### config.mk
export PLATFORM = sky130hd
export DESIGN_NAME = debug_dump_sequencer
export DESIGN_NICKNAME = d
export VERILOG_FILES = /design/src/rtl/debug_dump_sequencer.sv
export SDC_FILE = /design/constraint.sdc
export NUM_CORES = 1
export LEC_CHECK = 0
export CORE_MARGIN = 2
export CORE_UTILIZATION = 49
export DETAILED_ROUTE_END_ITERATION = 7
export GPL_TIMING_DRIVEN = 1
export PLACE_DENSITY = 0.84
export RECOVER_POWER = 25
export SYNTH_ARGS = -nofsm -noshare
export SYNTH_HDL_FRONTEND = slang
export SYNTH_SLANG_ARGS = --single-unit
### constraint.sdc
create_clock -name clk -period 4.19 [get_ports clk]
set_clock_uncertainty 0.1 [all_clocks]
set_input_delay 1.257 -clock clk [delete_from_list [all_inputs] [get_ports clk]]
set_output_delay 1.257 -clock clk [all_outputs]
set_load 0.01 [all_outputs]
### src/rtl/debug_dump_sequencer.sv
// Streams PC, register file and data memory out over a byte-wide UART handshake.
// Each word goes out MSB byte first; one dump is (1+NREGS+DM_WORDS) words.
module debug_dump_sequencer #(
  parameter int NBITS      = 32,
  parameter int NREGS      = 32,
  parameter int REG_ADDR_W = 5,
  parameter int DM_WORDS   = 16,
  parameter int DM_ADDR_W  = 5
) (
  input  logic                  clk,
  input  logic                  reset,
  input  logic                  start,
  input  logic [NBITS-1:0]      pc_value,
  input  logic [NBITS-1:0]      reg_data,
  input  logic [NBITS-1:0]      dm_data,
  input  logic                  tx_done,
  output logic [REG_ADDR_W-1:0] reg_addr,
  output logic [DM_ADDR_W-1:0]  dm_addr,
  output logic                  tx_start,
  output logic [7:0]            tx_data,
  output logic                  busy,
  output logic                  done
);

  localparam int LAST_IDX = NREGS + DM_WORDS;
  localparam int IDX_W    = $clog2(LAST_IDX + 1);
  localparam int NBYTES   = NBITS / 8;
  localparam int BCNT_W   = $clog2(NBYTES + 1);

  typedef enum logic [2:0] {IDLE, FETCH, CAPTURE, SEND, WAIT, NEXT, FINISH} state_t;

  state_t              state, state_nxt;
  logic [IDX_W-1:0]    idx;
  logic [IDX_W-1:0]    idx_inc;
  logic [BCNT_W-1:0]   byte_cnt;
  logic [BCNT_W-1:0]   byte_cnt_inc;
  logic [NBITS-1:0]    shift_reg;
  logic                is_last;

  assign idx_inc      = idx + IDX_W'(1);
  assign byte_cnt_inc = byte_cnt + BCNT_W'(1);
  assign is_last      = (idx == IDX_W'(LAST_IDX));
  assign tx_data      = shift_reg[NBITS-1 -: 8];

  always_ff @(posedge clk or negedge reset) begin
    if (!reset) state <= IDLE;
    else        state <= state_nxt;
  end

  always_comb begin
    state_nxt = state;
    tx_start  = 1'b0;
    busy      = 1'b0;
    done      = 1'b0;
    case (state)
      IDLE:    if (start) state_nxt = FETCH;
      FETCH:   begin busy = 1'b1; state_nxt = CAPTURE; end
      CAPTURE: begin busy = 1'b1; state_nxt = SEND; end
      SEND:    begin busy = 1'b1; tx_start = 1'b1; state_nxt = WAIT; end
      WAIT: begin
        busy = 1'b1;
        if (tx_done) state_nxt = (byte_cnt_inc < BCNT_W'(NBYTES)) ? SEND : NEXT;
      end
      NEXT:    begin busy = 1'b1; state_nxt = is_last ? FINISH : FETCH; end
      FINISH:  begin done = 1'b1; state_nxt = IDLE; end
      default: state_nxt = IDLE;
    endcase
  end

  // Addresses move on the NEXT->FETCH edge so read data is ready by the end of CAPTURE.
  always_ff @(posedge clk or negedge reset) begin
    if (!reset) begin
      idx       <= '0;
      byte_cnt  <= '0;
      shift_reg <= '0;
      reg_addr  <= '0;
      dm_addr   <= '0;
    end else begin
      case (state)
        CAPTURE: begin
          byte_cnt <= '0;
          if (idx == '0)                   shift_reg <= pc_value;
          else if (int'(idx) <= NREGS)     shift_reg <= reg_data;
          else                             shift_reg <= dm_data;
        end
        WAIT: begin
          if (tx_done) begin
            shift_reg <= shift_reg << 8;
            byte_cnt  <= byte_cnt_inc;
          end
        end
        NEXT: begin
          if (!is_last) begin
            idx <= idx_inc;
            if (int'(idx_inc) <= NREGS) reg_addr <= REG_ADDR_W'(int'(idx_inc) - 1);
            else                        dm_addr  <= DM_ADDR_W'(int'(idx_inc) - NREGS - 1);
          end
        end
        FINISH:  idx <= '0;
        default: ;
      endcase
    end
  end

endmodule

# Word level (Yosys, flattened, before mapping)
# Index checks and enable logic that the tools add are counted.
# word_totals
regBits,54
in_bits,100
word_cells,52
# op_classes
add_sub_neg,5
n_lt_le_gt_ge,3
n_eq_ne,10
mux,16
bitwise,2
n_reduce_logical,10
# op_table
op,count
2-to-1 mux 32 bit,3
one-hot mux 32 bit (2 select lines),1
one-hot mux 3 bit (6 select lines),1
2-to-1 mux 3 bit,5
less-or-equal comparator 6 bit (second input constant),2
one-hot mux 6 bit (2 select lines),1
subtractor 5 x 1 -> 5 bit (second input constant),2
== test 3 bit (second input constant),3
adder 6 x 1 -> 6 bit (second input constant),1
== test 3 x 2 -> 1 bit (second input constant),2
== test 6 bit (second input constant),1
zero test 6 bit,1
2-to-1 mux 6 bit,1
!= test 2 bit (second input constant),3
one-hot mux 3 bit (2 select lines),1
AND reduction 2 bit,3
AND reduction 3 bit,2
OR reduction 5 bit,1
subtractor 5 x 2 -> 5 bit (second input constant),1
nonzero test 2 bit,2
adder 3 x 1 -> 3 bit (second input constant),1
== test 3 x 1 -> 1 bit (second input constant),1
zero test 3 bit,1
less-than comparator 3 bit (second input constant),1
2 further kinds,5

# Logic depth before layout (Yosys ltp)
# logic_depth
depth_word,5
mapped_depth,10

# Least setup slack after synthesis
# No wires, ideal clock.
# synth_timing
path_type,reg-to-reg
startpoint,register idx[0]
endpoint,register dm_addr[0]
t_arrival_ns,2.132
required_ns,3.965
setup_slack_ns,1.833
stages_incl_launch_ff,9
synth_period_minus_slack_ns,2.357
path_cell_list,dfrtp_1 > buf_2 > inv_1 > ha_1 > or3b_2 > o21ai_1 > or3_1 > clkbuf_1 > mux2_2
# synth_via
elab_chain_len,4
elab_cells_between_ends,8
classes_between,3 x add/sub; 1 x order compare; 1 x eq/ne; 2 x bitwise; 1 x reduce/logical
# synth_rtl
item,line_no,source
from (decl),33,logic [IDX_W-1:0] idx;
from (signal assigned),94,idx <= idx_inc;
branches (longest 4 deep; another with adder 6 x 1 -> 6 bit),-,
to (signal assigned),96,else dm_addr <= DM_ADDR_W'(int'(idx_inc) - NREGS - 1);
to (decl),18,"output logic [DM_ADDR_W-1:0] dm_addr,"
# Parallel ways; which one is timed is not known.
# A chain may end at the register's enable or synchronous reset.

# Final worst setup path
# layout_timing
startpoint,register state[0]
endpoint,output done
# layout_via
elab_chain_len,2
# layout_rtl
item,line_no,source
from (decl),32,"state_t state, state_nxt;"
from (signal assigned),47,else state <= state_nxt;
== test 3 bit,55,case (state)
2-to-1 mux 1 bit,55,
to (decl),22,output logic done
# No other way between the ends.

==> summary.md <==
For the worst setup path, the data arrival time is 1.73 ns. Dividing the synthesized area by the synthesized cell count gives 8.78 um^2. The routed design has 8650 um of wire.

The worst setup path is captured at an output pin. Summed over all failing endpoints, the final setup total negative slack is 0 ns. The clock period could shrink to 3.08 ns.

The terminating pin of the worst hold path was shift_reg[3]. The power density of the placed cells was 531 nW/um^2. The longest clock path from root to sink contains 2 buffers.

The fraction of final layout cells with drive strength greater than 1 works out to 0.0708. The count of cells along the worst hold path came out at 1. The tools report the largest net degree at the start of global routing as 65.

Dividing the detail-routed via count by the number of cells gives 5.76. The final layout contains 569 nets. The startpoint identified for the worst register-to-register timing path is idx[0].

Routability-driven placement finished with a final weighted congestion of 0.853. The top cell types in the final layout, fill and taps aside, are clkdlybuf4s50_1, nand2_1, dfrtp_1. Across all layers, the routed design uses 3128 vias. For the pin with the worst max-slew slack, the measured transition is 1.81 ns. Sorting the synthesized cells by area gives the leading types as dfrtp_1, nand2_1, a31oi_1.

Number of unique standard cell types used by synthesis: 45. The run gives 0.692 as the utilization of the core after routing. The later pin in the worst-skew pair is clocked with a latency of 0.31 ns. The reported leakage power was 2.12 nW.

Once detailed placement completed, the half-perimeter wirelength came to 6330 um. The critical-path maximum fanout came out at 12. On the worst path, the slowest cell contributes a delay of 0.56 ns. The die is 86.0 um wide.

The vertical extent of the die was 86.0 um. The initial antenna violation count came out at 0. The tree built by TritonCTS fans out to 54 sinks.

The critical path buffer and inverter count is 2, and the maximum vdd drop is 0.251 mV. The slowest library cell on the worst path is clkdlybuf4s50_1. The share of flip-flops with an asynchronous set or reset is 1.00, and the number of buffers added on ports is 120.

The top cell type's share of synthesized area was 0.410. The number of rows in the core area is 29, and the clock-pin slew on the worst setup and hold paths is 0.10 ns. Before antenna repair, the detailed router went through 6 iterations. STA classifies the critical path startpoint as a register. Measured in cells, the most critical reg-to-reg path has a length of 7. The relative area change from synthesis to final layout was 35.1%; the total grt overflow was 0. Max-slew violation total from the final report: 35. TritonCTS built the clock tree. For the count of maximum capacitance violations, the log shows 1. The min-delay analysis places its worst path in the category register to register. Highest achievable clock rate: 324 MHz.

The run gives -0.208 as the worst slew slack as a fraction of its limit. The run gives 0 as the remaining routing DRC violations. The worst setup path is of the register to output pin kind.

For the number of buffers added by the clock tree synthesis step, the log shows 5. The number of instances resized during post-cts repair is 0, and the synthesized flop and latch total is 54. When the netlist entered floorplanning its net count stood at 479.

The run gives 0.377 ns as the final hold slack. The tree is rooted in a clkbuf_8. At the worst endpoint, the required time is 2.83 ns. Post-CTS timing repair inserted 0 buffers for setup. In this run, post-CTS hold repair placed 0 buffers. The number of flip-flops under the largest register name was 32; the via count of the first global-routing pass was 3079.

The Yosys warning count was 0. The most common cell after layout, fill and taps aside is clkdlybuf4s50_1. The largest area contributor in the netlist was dfrtp_1. 0 antenna diodes ended up in the layout. Summing every instance area after synthesis gives 3290 um^2.

The worst hold path begins at shift_reg[3]. The checks that failed: capacitance limit, slew limit. The tools report the first-pass GRT wire length as 14200 um. The die covers 7390 um^2.

Across all register-to-register paths, the minimum setup slack is 1.33 ns. The tools report the count of final hold-check violations as 0. The synthesized design contains 0 enable-type register cells. The signal on the critical path passes through inv_1 -> and3_1 -> clkdlybuf4s50_1. The tools report the portion of the post-synthesis area used by sequential elements as 0.410. The worst register-to-register path ends at shift_reg[10].

Setup violations remaining at the end of the flow were counted as 0. For the global-route total usage across every layer, the log shows 0.239. The run finished, with violations left.

The core area came out at 6420 um^2. The synthesized instance count came out at 375. The initial core utilization was 0.513. Initial DRC count: 287.

Setup repair after global routing left no endpoint under its margin. The share of the clock period used by the worst path came out at 0.736. The count of nets left with antenna violations once routing finished came out at 0.

Among cell families on the critical path, the largest total delay comes from buffers and inverters. For this design the top-level I/O count stands at 121. The mean routed wirelength per cell is 15.9 um. The H-tree was split into 2 levels. For this run, the leading register cell type out of synthesis is dfrtp_1.
## worst max path at each step
stage | to | cells after the start | start
after floorplan | dm_addr[0] | 8 | idx[0]
after global placement | shift_reg[28] | 4 | tx_done
after CTS | done | 3 | state[0]
after detailed placement | shift_reg[29] | 4 | tx_done
after global routing | done | 3 | state[0]
final | done | 3 | state[0]
## metrics by stage
step           cells  setup slack, ns  instance area (um^2)  power, mW
2_1_floorplan    375             1.83                  3290       1.77
3_3_place_gp     535             1.13                  4350       2.02
3_5_place_dp     535             1.04                  4350       2.08
4_1_cts          543             1.10                  4450       2.37
5_1_grt          543             1.00                  4450       2.54
6_report         543             1.11                  4450       2.36
## where the power goes
part / switching (mW) / internal [mW] / leakage, nW / total (mW)
logic: 0.618 / 0.569 / 1.38 / 1.19
registers: 0.153 / 0.720 / 0.694 / 0.873
clock network: 0.178 / 0.121 / 0.0447 / 0.299
total: 0.950 / 1.41 / 2.12 / 2.36
## cell type report
class | instances | area (um^2)
Multi-Input combinational cell | 277 | 1670
Timing Repair Buffer | 124 | 1220
Sequential cell | 54 | 1350
Tap cell | 77 | 96.3
Fill cell | 530 | 1980
Clock buffer | 5 | 68.8
Inverter | 3 | 11.3
Clock inverter | 3 | 25.0
## kinds of logic after synthesis
kind of cell / count (synthesis) / synth area share
buffers and inverters: 44 / 0.0844
muxes: 12 / 0.0407
adders and majority gates: 4 / 0.0152
AOI/OAI and AO/OA: 125 / 0.248
xor gates and xnor gates: 6 / 0.0160
and+or+nand+nor: 130 / 0.185
DFF: 54 / 0.410
## worst register-to-register path, delay by kind of cell, from the launching register on
kind	cells	cell delay (ns)
and+or+nand+nor	2	1.12
adders and majority gates	1	0.16
buffers and inverters	1	0.11
DFF	1	0.53
AOI/OAI and AO/OA	3	0.72
## metal layers
layer	track usage	up-vias	wire length, um
met5	0	-	0
met4	0.0592	0	146
met3	0.0452	13	403
met2	0.421	107	4340
met1	0.302	1488	3760
li1	-	1520	-
## Yosys cell counts, drive strengths merged (2+ instances only)
library cell	n
a31oi	34
ha	4
nand2	78
a211o	24
a21oi	3
mux2	11
xnor2	3
or2	2
nor3	4
dfrtp	54
o21ai	47
and3	26
or3b	2
nand2b	2
buf	22
inv	3
nor2	8
xor2	3
a21o	9
clkbuf	19
(Power assumes the default switching activity.)
